$ cat src/rtl/qif_pkg.sv
// Shared types, default constants and the saturation helper for the QIF neuron core.
package qif_pkg;

  localparam int unsigned QIF_W       = 8;
  localparam int          QIF_V_TH    = 50;
  localparam int          QIF_V_RESET = -20;
  localparam int unsigned QIF_T_REF   = 3;

  typedef logic signed [QIF_W-1:0] v_t;
  typedef logic [3:0]              refr_t;

  typedef enum logic {
    ST_INTEGRATE  = 1'b0,
    ST_REFRACTORY = 1'b1
  } qif_state_e;

  // Clamp a sign-extended sum into the signed range of a w-bit word.
  function automatic logic signed [31:0] sat_w(input logic signed [31:0] x,
                                               input int unsigned w);
    int hi;
    int lo;
    hi = (1 << (w - 1)) - 1;
    lo = -hi - 1;
    if (x > hi)      sat_w = hi;
    else if (x < lo) sat_w = lo;
    else             sat_w = x;
  endfunction

endpackage

$ cat src/rtl/qif_cell.sv
// One quadratic integrate-and-fire neuron: saturating datapath, refractory FSM, registers.
// Optional leak term enabled by defining QIF_LEAK_EN.
module qif_cell
  import qif_pkg::*;
#(
  parameter int unsigned W          = 8,
  parameter int unsigned SQ_SHIFT   = 4,
  parameter int          V_TH       = QIF_V_TH,
  parameter int          V_RESET    = QIF_V_RESET,
  parameter int unsigned T_REF      = QIF_T_REF,
  parameter int unsigned LEAK_SHIFT = 3
) (
  input  logic                clk,
  input  logic                rst_n,
  input  logic                step_valid_i,
  input  logic signed [W-1:0] i_syn_i,
  output logic signed [W-1:0] v_mem_o,
  output logic                spike_o,
  output logic                spike_c_o
);

  localparam int unsigned SW   = 2 * W;
  localparam int unsigned SUMW = 2 * W + 2;

  localparam logic signed [W-1:0] VTH_W  = W'(V_TH);
  localparam logic signed [W-1:0] VRST_W = W'(V_RESET);
  localparam refr_t               REF_W  = refr_t'(T_REF);

  if (T_REF > 15 || LEAK_SHIFT >= W) begin : g_bad_cfg
    $error("qif_cell: T_REF must be 0..15 and LEAK_SHIFT below W");
  end

  qif_state_e          st_q, st_d;
  refr_t               refr_q, refr_d;
  logic signed [W-1:0] v_q, v_d;
  logic                spike_q, spike_d;

  logic signed [SW-1:0]   prod;
  logic signed [SW-1:0]   sq;
  logic signed [SUMW-1:0] sum;
  logic signed [W-1:0]    v_sat;

  // Full-precision quadratic update, then clamp back to W bits.
  always_comb begin
    prod = SW'(v_q) * SW'(v_q);
    sq   = prod >>> SQ_SHIFT;
`ifdef QIF_LEAK_EN
    sum  = SUMW'(v_q) + SUMW'(sq) + SUMW'(i_syn_i) - SUMW'(v_q >>> LEAK_SHIFT);
`else
    sum  = SUMW'(v_q) + SUMW'(sq) + SUMW'(i_syn_i);
`endif
    v_sat = W'(sat_w(32'(sum), W));
  end

  always_comb begin
    st_d    = st_q;
    refr_d  = refr_q;
    v_d     = v_q;
    spike_d = 1'b0;
    if (step_valid_i) begin
      case (st_q)
        ST_INTEGRATE: begin
          if (v_sat >= VTH_W) begin
            spike_d = 1'b1;
            v_d     = VRST_W;
            if (T_REF != 0) begin
              st_d   = ST_REFRACTORY;
              refr_d = REF_W;
            end
          end else begin
            v_d = v_sat;
          end
        end
        ST_REFRACTORY: begin
          v_d    = VRST_W;
          refr_d = refr_q - refr_t'(1);
          if (refr_q == refr_t'(1)) st_d = ST_INTEGRATE;
        end
        default: st_d = ST_INTEGRATE;
      endcase
    end
  end

  always_ff @(posedge clk or posedge rst_n) begin
    if (rst_n) begin
      st_q    <= ST_INTEGRATE;
      refr_q  <= '0;
      v_q     <= '0;
      spike_q <= 1'b0;
    end else begin
      st_q    <= st_d;
      refr_q  <= refr_d;
      v_q     <= v_d;
      spike_q <= spike_d;
    end
  end

  assign v_mem_o   = v_q;
  assign spike_o   = spike_q;
  assign spike_c_o = spike_d;

endmodule

$ cat src/rtl/qif_neuron_array.sv
// Array of independent QIF neurons on a shared step strobe; packs buses, registers out_valid/spike_any.
// Optional leak term enabled by defining QIF_LEAK_EN.
module qif_neuron_array
  import qif_pkg::*;
#(
  parameter int unsigned W          = 8,
  parameter int unsigned N_NEURON   = 4,
  parameter int unsigned SQ_SHIFT   = 4,
  parameter int          V_TH       = QIF_V_TH,
  parameter int          V_RESET    = QIF_V_RESET,
  parameter int unsigned T_REF      = QIF_T_REF,
  parameter int unsigned LEAK_SHIFT = 3
) (
  input  logic                    clk,
  input  logic                    rst_n,
  input  logic                    step_valid,
  input  logic [N_NEURON*W-1:0]   I_syn,
  output logic [N_NEURON*W-1:0]   V_mem,
  output logic [N_NEURON-1:0]     spike,
  output logic                    out_valid,
  output logic                    spike_any
);

  logic [N_NEURON-1:0] spike_c;
  logic                out_valid_q;
  logic                spike_any_q;

  for (genvar k = 0; k < N_NEURON; k++) begin : g_cell
    qif_cell #(
      .W          (W),
      .SQ_SHIFT   (SQ_SHIFT),
      .V_TH       (V_TH),
      .V_RESET    (V_RESET),
      .T_REF      (T_REF),
      .LEAK_SHIFT (LEAK_SHIFT)
    ) u_cell (
      .clk          (clk),
      .rst_n        (rst_n),
      .step_valid_i (step_valid),
      .i_syn_i      (I_syn[k*W +: W]),
      .v_mem_o      (V_mem[k*W +: W]),
      .spike_o      (spike[k]),
      .spike_c_o    (spike_c[k])
    );
  end

  // Aggregate flags registered alongside the per-neuron spike registers.
  always_ff @(posedge clk or posedge rst_n) begin
    if (rst_n) begin
      out_valid_q <= 1'b0;
      spike_any_q <= 1'b0;
    end else begin
      out_valid_q <= step_valid;
      spike_any_q <= |spike_c;
    end
  end

  assign out_valid = out_valid_q;
  assign spike_any = spike_any_q;

endmodule

$ cat config.mk
export PLATFORM = sky130hd
export DESIGN_NAME = qif_neuron_array
export DESIGN_NICKNAME = d
export VERILOG_FILES = /design/src/rtl/qif_pkg.sv /design/src/rtl/qif_cell.sv /design/src/rtl/qif_neuron_array.sv
export SDC_FILE = /design/constraint.sdc
export NUM_CORES = 1
export LEC_CHECK = 0
export BUFFER_PORTS_ARGS = -buffer_cell sky130_fd_sc_hd__buf_2
export CAP_MARGIN = 0
export CORE_UTILIZATION = 45
export DETAILED_ROUTE_END_ITERATION = 6
export PLACE_DENSITY = 0.61
export SYNTH_ARGS = -nofsm -noshare
export SYNTH_HDL_FRONTEND = slang
export SYNTH_SLANG_ARGS = --single-unit
$ cat constraint.sdc
create_clock -name clk -period 7.9 [get_ports clk]
set_clock_uncertainty 0.2 [all_clocks]
set_input_delay 1.58 -clock clk [delete_from_list [all_inputs] [get_ports clk]]
set_output_delay 1.58 -clock clk [all_outputs]
set_load 0.01 [all_outputs]
# Word-level counts from Yosys, hierarchy flattened

Cells that the tools add are included.

Register bits: 58
Latch bits: 0
Memory bits (writable): 0
Bits in read-only memories: 0
Input port bits: 35
Output and inout port bits: 38
Word-level logic and storage cells: 107
Memories kept: 0

$add $sub $neg: 12
Multiply operators: 4
Div/mod/pow operators: 0
Order comparisons: 12
Equality and inequality tests: 8
Shifts and indexed selects: 0
Mux-type cells: 44
Bitwise logic cells: 4
Reductions and logical operators: 5

Operators with widths:

| operator                                                                          | number |
|---|---|
| 8-bit two-way mux                                                                 | 12 |
| 8-bit by 8-bit multiplier with 16-bit output                                      | 4 |
| 8-bit case mux with 2 select lines                                                | 4 |
| 13-bit by 8-bit adder with 14-bit output                                          | 4 |
| 14-bit by 8-bit greater-than comparator with 1-bit output (second input constant) | 4 |
| 14-bit by 8-bit < comparator with 1-bit output (second input constant)            | 4 |
| 8-bit by 12-bit adder with 13-bit output                                          | 4 |
| 8-bit by 7-bit >= comparator with 1-bit output (second input constant)            | 4 |
| 4-bit case mux with 2 select lines                                                | 4 |
| 4-bit by 1-bit == test with 1-bit output (second input constant)                  | 4 |
| 1-bit two-way mux                                                                 | 16 |
| 4-bit two-way mux                                                                 | 4 |
| 4-bit by 1-bit subtractor with 4-bit output (second input constant)               | 4 |
| 2-bit by 1-bit != test with 1-bit output (second input constant)                  | 4 |
| 1-bit case mux with 2 select lines                                                | 4 |
| 2-bit AND reduction                                                               | 4 |
| 1-bit inverter                                                                    | 4 |
| 4-bit OR reduction                                                                | 1 |

# Logic depth before layout (Yosys ltp)

Gate-level depths: netlist of the first run.

Depth in word-level cells: 11
Depth in mapped cells: 31
Mapped depth without buffers: 30

# By module

Synthesis of the first run repeated with hierarchy kept, for this count alone.

Cell total of the unflattened synthesis: 1,694
Area total of the unflattened synthesis: 14,936.8 um^2

Modules (own cells, without submodules):

| module                       | times used | cells each | area each (um^2) | sequential area each (um^2) |
|---|---|---|---|---|
| qif_cell at g_cell[3].u_cell | 1          | 430        | 3,817.4          | 350.3 |
| qif_cell at g_cell[1].u_cell | 1          | 431        | 3,741.1          | 350.3 |
| qif_cell at g_cell[2].u_cell | 1          | 435        | 3,739.8          | 350.3 |
| qif_cell at g_cell[0].u_cell | 1          | 394        | 3,577.2          | 350.3 |
| qif_neuron_array             | 1          | 4          | 61.3             | 50.0 |

# Worst setup path before layout of the first run

OpenSTA, ideal clock, no wires.

Path kind: register to register
Start point: reg g_cell[0].u_cell.v_q[7]
End point: reg g_cell[0].u_cell.v_q[6]
Library setup time: 0.126 ns
Arrival time: 6.799 ns
Data required time: 7.574 ns
Setup slack: 0.775 ns
Cell stages (with the launch flop): 27
Buffers on the path: 0
Period minus slack after synthesis: 7.125 ns
Cells stage by stage: dfrtp_1 clkinv_1 nor2_1 xnor2_1 ha_1 inv_1 fa_1 inv_1 fa_1 fa_1 ha_1 a21oi_1 o21bai_1 a21oi_1 o21bai_1 a21oi_1 nor4b_1 nor3_1 fa_1 inv_1 ha_1 o21ai_0 o311ai_0 or3b_1 o31ai_2 a21boi_0 o32a_1

Word-level cells in the longest chain between the ends: 9
Elaborated cells on any way between the ends: 10
Those cells by class: add/sub: 2; mul: 1; order compare: 3; mux: 4

Ends and longest elaborated chain:

| what                                           | RTL line       | source |
|---|---|---|
| start, declared                                | qif_cell.sv:35 | `logic signed [W-1:0] v_q, v_d;` |
| start signal, assigned                         | qif_cell.sv:93 | `v_q <= v_d;` |
| 8-bit by 8-bit multiplier with 16-bit output   | qif_cell.sv:45 | `prod = SW'(v_q) * SW'(v_q);` |
| 8-bit by 12-bit adder with 13-bit output (*)   | qif_cell.sv:50 | `sum = SUMW'(v_q) + SUMW'(sq) + SUMW'(i_syn_i);` |
| 13-bit by 8-bit adder with 14-bit output (*)   | qif_cell.sv:50 |  |
| 14-bit by 8-bit < comparator with 1-bit output | qif_pkg.sv:25  | `else if (x < lo) sat_w = lo;` |
| 8-bit two-way mux                              | qif_pkg.sv:25  |  |
| 8-bit two-way mux (*)                          | qif_pkg.sv:24  | `if (x > hi) sat_w = hi;` |
| 8-bit by 7-bit >= comparator with 1-bit output | qif_cell.sv:63 | `if (v_sat >= VTH_W) begin` |
| 8-bit two-way mux (*)                          | qif_cell.sv:63 |  |
| 8-bit case mux with 2 select lines (*)         | qif_cell.sv:61 | `case (st_q)` |

Mark *: on every way between the ends. The rest lies on a longest branch, timed or not.
A chain may end at the register's enable or synchronous reset.

# Worst setup path after layout of the first run

Start point: reg g_cell[1].u_cell.v_q[6]
End point: reg g_cell[1].u_cell.v_q[4]

Word-level cells in the longest chain between the ends: 9
Elaborated cells on any way between the ends: 10
Those cells by class: add/sub: 2; mul: 1; order compare: 3; mux: 4

Ends and longest elaborated chain:

| what                                           | RTL line |
|---|---|
| start, declared                                | qif_cell.sv:35 |
| start signal, assigned                         | qif_cell.sv:93 |
| 8-bit by 8-bit multiplier with 16-bit output   | qif_cell.sv:45 |
| 8-bit by 12-bit adder with 13-bit output (*)   | qif_cell.sv:50 |
| 13-bit by 8-bit adder with 14-bit output (*)   | qif_cell.sv:50 |
| 14-bit by 8-bit < comparator with 1-bit output | qif_pkg.sv:25 |
| 8-bit two-way mux                              | qif_pkg.sv:25 |
| 8-bit two-way mux (*)                          | qif_pkg.sv:24 |
| 8-bit by 7-bit >= comparator with 1-bit output | qif_cell.sv:63 |
| 8-bit two-way mux (*)                          | qif_cell.sv:63 |
| 8-bit case mux with 2 select lines (*)         | qif_cell.sv:61 |

Marks and branches as above.

==> results of run 1 <==
[cell usage in the layout, fill, tap and decap left out, drive strengths merged, types with 9 or more instances in the layout]
cell,synthesis,layout
clkbuf,30,12
nor3,35,35
a21oi,82,82
dfrtp,58,58
o21a,9,9
a31o,13,13
a21o,32,32
nand3,34,34
inv,418,416
a31oi,24,24
xnor2,84,84
fa,212,212
o22ai,11,11
buf,14,126
mux2,10,10
nor2,152,152
o21ai,33,33
nand2,105,105
o21bai,12,12
xor2,35,35
ha,178,178
clkinv,17,13
nor2b,14,14
a32oi,9,9
and3,9,9
a211oi,14,14
[synthesized netlist by cell type, types with 6 or more instances]
| master | n | area [µm²] |
|---|---|---|
| inv_1 | 415 | 1560 |
| fa_1 | 212 | 4240 |
| ha_1 | 178 | 2230 |
| nor2_1 | 152 | 571 |
| nand2_1 | 105 | 394 |
| xnor2_1 | 84 | 736 |
| a21oi_1 | 78 | 390 |
| dfrtp_1 | 58 | 1450 |
| xor2_1 | 35 | 307 |
| nand3_1 | 34 | 170 |
| nor3_1 | 32 | 160 |
| a21o_1 | 31 | 233 |
| o21ai_0 | 28 | 140 |
| clkbuf_1 | 26 | 97.6 |
| a31oi_1 | 24 | 150 |
| clkinv_1 | 17 | 63.8 |
| a211oi_1 | 14 | 105 |
| nor2b_1 | 14 | 87.6 |
| a31o_2 | 13 | 114 |
| o21bai_1 | 12 | 90.1 |
| mux2_2 | 10 | 113 |
| o22ai_1 | 10 | 62.6 |
| a32oi_1 | 9 | 78.8 |
| and3_1 | 9 | 56.3 |
| buf_2 | 9 | 45.0 |
| o21a_1 | 9 | 67.6 |
| nand2b_1 | 8 | 50.1 |
| or3_1 | 8 | 50.1 |
| a22oi_1 | 7 | 52.6 |
| a41o_1 | 7 | 70.1 |
| o211ai_1 | 7 | 52.6 |
| mux2i_1 | 6 | 60.1 |
[through the flow]
stage | setup WS [ns] | utilization, % | instance area, µm² | instances
2_1_floorplan | 0.775 | - | 15100 | 1779
3_3_place_gp | 0.212 | 49.1 | 16100 | 2289
3_5_place_dp | 0.126 | 49.1 | 16100 | 2289
4_1_cts | 0.102 | 50.2 | 16400 | 2305
5_1_grt | -0.00125 | 50.7 | 16600 | 2319
6_report | 0.446 | 50.7 | 16600 | 2319
[worst max-delay path by stage]
stage / startpoint / end / depth (start not counted)
2_1_floorplan: g_cell[0].u_cell.v_mem_o[7] / g_cell[0].u_cell.v_mem_o[6] / 26
3_3_place_gp: g_cell[3].u_cell.v_mem_o[6] / spike_any / 27
3_5_place_dp: g_cell[1].u_cell.v_mem_o[6] / g_cell[1].u_cell.v_mem_o[3] / 27
4_1_cts: g_cell[3].u_cell.v_mem_o[6] / g_cell[3].u_cell.refr_q[3] / 28
5_1_grt: g_cell[1].u_cell.v_mem_o[3] / g_cell[1].u_cell.v_mem_o[1] / 26
6_report: g_cell[1].u_cell.v_mem_o[6] / g_cell[1].u_cell.v_mem_o[4] / 28
[per-layer routing]
metal	track usage, %	wire, µm
met2	37.0	16700
met1	28.2	15600
met4	3.90	348
met3	2.14	972
met5	0	0
[cell families after synthesis]
group | synth area share, %
flops | 9.62
simple gates | 12.3
mux | 1.15
fa+ha+maj | 42.9
xor+xnor | 6.91
buf+inv | 12.2
compound gates | 14.9
[sequential cells by signal, indices dropped and copies added, names as in the netlist]
name	count
g_cell.u_cell.v_mem_o	32
g_cell.u_cell.refr_q	16
g_cell.u_cell.spike_o	4
g_cell.u_cell.st_q	4
out_valid	1
spike_any	1
[worst register-to-register path, delay by kind of cell (launching register included)]
kind	cells	cell delay [ns]
adders and majority gates	7	2.88
AOI/OAI and AO/OA	13	2.71
and+or+nand+nor	4	0.61
DFF	1	0.50
buffers and inverters	4	0.47
[area by class of cell]
type                       count  area (µm²)
clock inverter                 4        97.6
timing repair buffer         126         766
fill                        3161       16100
sequential                    58        1460
tap                          442         553
inverter                     435        1660
clock buffer                  12         256
multi-input combinational   1242       11900
[what timing repair did]
item / 4_1_cts / 5_1_grt
hold buffers: 0 / 0
setup endpoints to repair: 0 / 49
gates resized for setup: 0 / 29
buffers inserted: 0 / 14
==> flow_summary.yaml, run 1 <==
run_status:
  outcome: "finished clean"
min_path:
  min_delay_worst_endpoint: "g_cell[0].u_cell.refr_q[2]"
  timing.hold.worst.start: "g_cell[0].u_cell.refr_q[2]"
  hold_path_depth: 2
  hp-class: "flip-flop to flip-flop"
synth:
  number_of_nets_produced_by_synthesis: 2204
  syn_std_cell_area_um2: 15100
  cell_count_after_synthesis: 1779
  synth_enable_flop_cells: 0
  ys_dominant_reg_cell: "dfrtp_1"
  synth_area_per_cell_um2: 8.48
  synth_seq_cells: 58
  synth_sequential_area_ratio_pct: 9.62
  postSynth.asyncResetShare_pct: 100
  ys.warnings.count: 0
  synthDistinctLibCells: 80
clock_tree:
  clk_latency_ns: 0.34
  clk_pin_slew_worst_paths_ns: 0.05
  clk_path_buf_depth: 2
  clock_tree.root_cell: "clkbuf_16"
  cts-buffers-inserted: 9
  numClockSinks: 58
  clock_tree_from_tritoncts: "done"
  ctsHtreeMaxLevel: 3
timing:
  hold_viol_final: 0
  worstMarginPinSlew_ns: 0.913
  final.period_utilization_pct: 94.4
  timing_max_transition_violations_final: 0
  setup_total_negative_slack_ns: 0
  fin_hold_ws_ns: 0.327
  layout_min_cycle_time_ns: 7.45
  timing.slew.headroom_pct: 39.1
  timing.final.setup_violations: 0
  fmaxAchievable_mhz: 134
grt:
  grt_max_degree: 59
  grt_antenna_before_repair: 0
  grt_pass1_vias: 12328
  grt_first_pass_wirelength_um: 58500
  grt_overflow_total: 0
  track_usage_pct: 21.1
floorplan:
  die_width_um: 185
  fp.dieH_um: 185
  die_area_um2: 34200
  num_rows: 66
  initial_utilization_pct: 46.0
  io_pins: 73
  core_area_um2: 32800
cells_and_area:
  drive_above_1_share_pct: 11.7
  final_net_count: 2297
  area.growth.synth_to_final_pct: 10.3
  n_antenna_cell: 0
worst_setup_path:
  standard_cell_with_the_maximum_stage_delay_on_the_critical_path: "dfrtp_2"
  worst_setup_path_start_kind: "flip-flop"
  worstPathMaxFanout: 9
  cp.required_ns: 7.94
  worst_setup_path_end_kind: "flip-flop"
  r2r_slack_ns: 0.45
  regToRegEndpoint: "g_cell[1].u_cell.v_mem_o[4]"
  critPathBufInv: 4
  reg2regPathDepth: 28
  worst-setup-path-type: "flip-flop to flip-flop"
  critical-path-top-delay-family: "adder cells"
  critical_path.max_stage_delay_ns: 0.50
  arrival_time_at_the_worst_endpoint_ns: 7.50
  reg2reg_from: "g_cell[1].u_cell.v_mem_o[6]"
detailed_routing:
  dr_total_vias: 12046
  drt-vias-per-instance: 5.19
  post_drt_wl_per_cell_um: 14.5
  drc: 0
  detail_route.iter0.violations: 501
  detail-route-antenna-nets: 0
  firstDrtPassIters: 5
  postRouteWirelength_um: 33700
place:
  detailed_placement_wirelength_estimate_um: 28400
  place_congestion: 0.859
  buffer_ports.inserted: 72
job:
  max-cap-violations: 0
Power of run 1 is not shown: default switching activity piles up to over one toggle a cycle in this logic, so the estimate is an artifact.
==> run 2, diff against run 1 <==
--- a/config.mk
+++ b/config.mk
@@ -5,7 +5,7 @@
 export SDC_FILE = /design/constraint.sdc
 export NUM_CORES = 1
 export LEC_CHECK = 0
-export BUFFER_PORTS_ARGS = -buffer_cell sky130_fd_sc_hd__buf_2
+export BUFFER_PORTS_ARGS = -buffer_cell sky130_fd_sc_hd__buf_4
 export CAP_MARGIN = 0
 export CORE_UTILIZATION = 45
 export DETAILED_ROUTE_END_ITERATION = 6
==> run 2 against run 1 <==
Cell count hardly changed; global-route usage down 0.051 points; wire length increased by 0.91%; non-clock buffer count up 1; fmax shrank 0.48%; first-iteration DRC count rose by 6.8%; core utilization increased by 0.30 points; final area is 0.59% higher; sequential share of layout area barely moved; critical endpoint is now g_cell[2].u_cell.v_mem_o[4].
==> flow_summary.yaml, run 2 (synthesized netlist as in run 1, its figures left out) <==
grt:
  grt_first_pass_wirelength_um: 58200
  grt_pass1_vias: 12177
  grt_overflow_total: 0
  grt_max_degree: 59
  track_usage_pct: 21.0
  grt_antenna_before_repair: 0
min_path:
  hp-class: "flip-flop to flip-flop"
  min_delay_worst_endpoint: "g_cell[0].u_cell.refr_q[2]"
  timing.hold.worst.start: "g_cell[0].u_cell.refr_q[2]"
  hold_path_depth: 2
worst_setup_path:
  critical-path-top-delay-family: "adder cells"
  critical_path.max_stage_delay_ns: 0.53
  worstPathMaxFanout: 8
  worst_setup_path_start_kind: "flip-flop"
  arrival_time_at_the_worst_endpoint_ns: 7.54
  critPathBufInv: 4
  reg2regPathDepth: 28
  worst_setup_path_end_kind: "flip-flop"
  worst-setup-path-type: "flip-flop to flip-flop"
  cp.required_ns: 7.95
  r2r_slack_ns: 0.41
  regToRegEndpoint: "g_cell[2].u_cell.v_mem_o[4]"
  cp_common_cell: "ha_1"
  reg2reg_from: "g_cell[2].u_cell.v_mem_o[4]"
  standard_cell_with_the_maximum_stage_delay_on_the_critical_path: "fa_1"
floorplan:
  num_rows: 66
  io_pins: 73
  initial_utilization_pct: 46.0
  core_area_um2: 32800
  die_width_um: 185
  die_area_um2: 34200
  fp.dieH_um: 185
detailed_routing:
  detail_route.iter0.violations: 535
  detail-route-antenna-nets: 0
  postRouteWirelength_um: 34000
  firstDrtPassIters: 5
  drc: 0
  dr_total_vias: 11996
  drt-vias-per-instance: 5.17
  post_drt_wl_per_cell_um: 14.6
cells_and_area:
  layout.cells.most_common: "inv_1"
  final_net_count: 2298
  final_cell_mix: "inv_1 (411), fa_1 (212), ha_1 (177), nor2_1 (150), buf_4 (127)"
  area.growth.synth_to_final_pct: 11.0
  n_antenna_cell: 0
  drive_above_1_share_pct: 11.7
  largest_register_ffs: 32
  n_fill_cell: 3172
timing:
  final.period_utilization_pct: 94.8
  rsz_0062_raised_after_global_routing: "no"
  timing_max_transition_violations_final: 0
  worstMarginPinSlew_ns: 0.895
  setup_total_negative_slack_ns: 0
  fmaxAchievable_mhz: 134
  layout_min_cycle_time_ns: 7.49
  timing.final.setup_violations: 0
  timing.slew.headroom_pct: 40.3
  hold_viol_final: 0
job:
  max-cap-violations: 0
clock_tree:
  ctsHtreeMaxLevel: 3
  post_cts_hold_buffer_count: 0
  clk_path_buf_depth: 2
  clock_tree.root_cell: "clkbuf_16"
  clock_tree_from_tritoncts: "done"
  clk_pin_slew_worst_paths_ns: 0.06
  clk_latency_ns: 0.34
  numClockSinks: 58
  cts-buffers-inserted: 9
place:
  buffer_ports.inserted: 72
  place_congestion: 0.859
  detailed_placement_wirelength_estimate_um: 28400
run_status:
  outcome: "finished clean"
[run 2: cell types whose count changed in the layout (fill, tap and decap cells not counted), sizes merged]
cell,before,now
clkinvlp,7,9
clkbuf,12,10
bufinv,3,0
inv,416,419
buf,126,127
[run 2: metal layers]
| layer | share of wire (%) | track usage [%] |
|---|---|---|
| met2 | 49 | 36.8 |
| met3 | 2.9 | 1.69 |
| met5 | 0 | 0 |
| met4 | 1.5 | 4.50 |
| met1 | 47 | 28.3 |
[run 2: tightest hold or removal path, stage by stage (launching register included)]
cell	delay (ns)
dfrtp_1	0.38
nand2_1	0.06
o311ai_1	0.07
[run 2: worst max path at each step]
stage	start	slack, ns	depth (start not counted)	endpoint
6_report	g_cell[2].u_cell.v_mem_o[4]	0.41	28	g_cell[2].u_cell.v_mem_o[4]
5_1_grt	g_cell[2].u_cell.v_mem_o[1]	0.02	31	spike_any
4_1_cts	g_cell[3].u_cell.v_mem_o[6]	0.05	28	spike_any
3_5_place_dp	g_cell[3].u_cell.v_mem_o[6]	0.06	28	spike_any
3_3_place_gp	g_cell[3].u_cell.v_mem_o[6]	0.10	27	spike_any
2_1_floorplan	g_cell[0].u_cell.v_mem_o[7]	0.77	26	g_cell[0].u_cell.v_mem_o[6]
[run 2: timing repair]
action / 4_1_cts / 5_1_grt
setup buffers: 0 / 18
endpoints found under the setup margin: 0 / 56
resized for setup: 0 / 28
[run 2: through the flow]
step | hold WS (ns) | worst slack, ns | util (%) | instances | instance area (µm²)
6_report | 0.350 | 0.410 | 51.0 | 2320 | 16700
5_1_grt | 0.380 | 0.0160 | 51.0 | 2320 | 16700
4_1_cts | 0.342 | 0.0506 | 50.4 | 2302 | 16500
3_5_place_dp | 0.329 | 0.0614 | 49.6 | 2286 | 16200
3_3_place_gp | 0.321 | 0.103 | 49.6 | 2286 | 16200
2_1_floorplan | 0.282 | 0.775 | - | 1779 | 15100
[run 2: final cells by class]
| class | count | area [µm²] | share of cell area [%] |
|---|---|---|---|
| Timing Repair Buffer | 127 | 953 | 5.70 |
| Tap cell | 442 | 553 | 3.30 |
| Multi-Input combinational cell | 1242 | 11800 | 70.8 |
| Clock inverter | 6 | 42.5 | 0.254 |
| Clock buffer | 10 | 229 | 1.37 |
| Inverter | 435 | 1660 | 9.91 |
| Sequential cell | 58 | 1460 | 8.71 |
Power of run 2 is left out for the same reason.
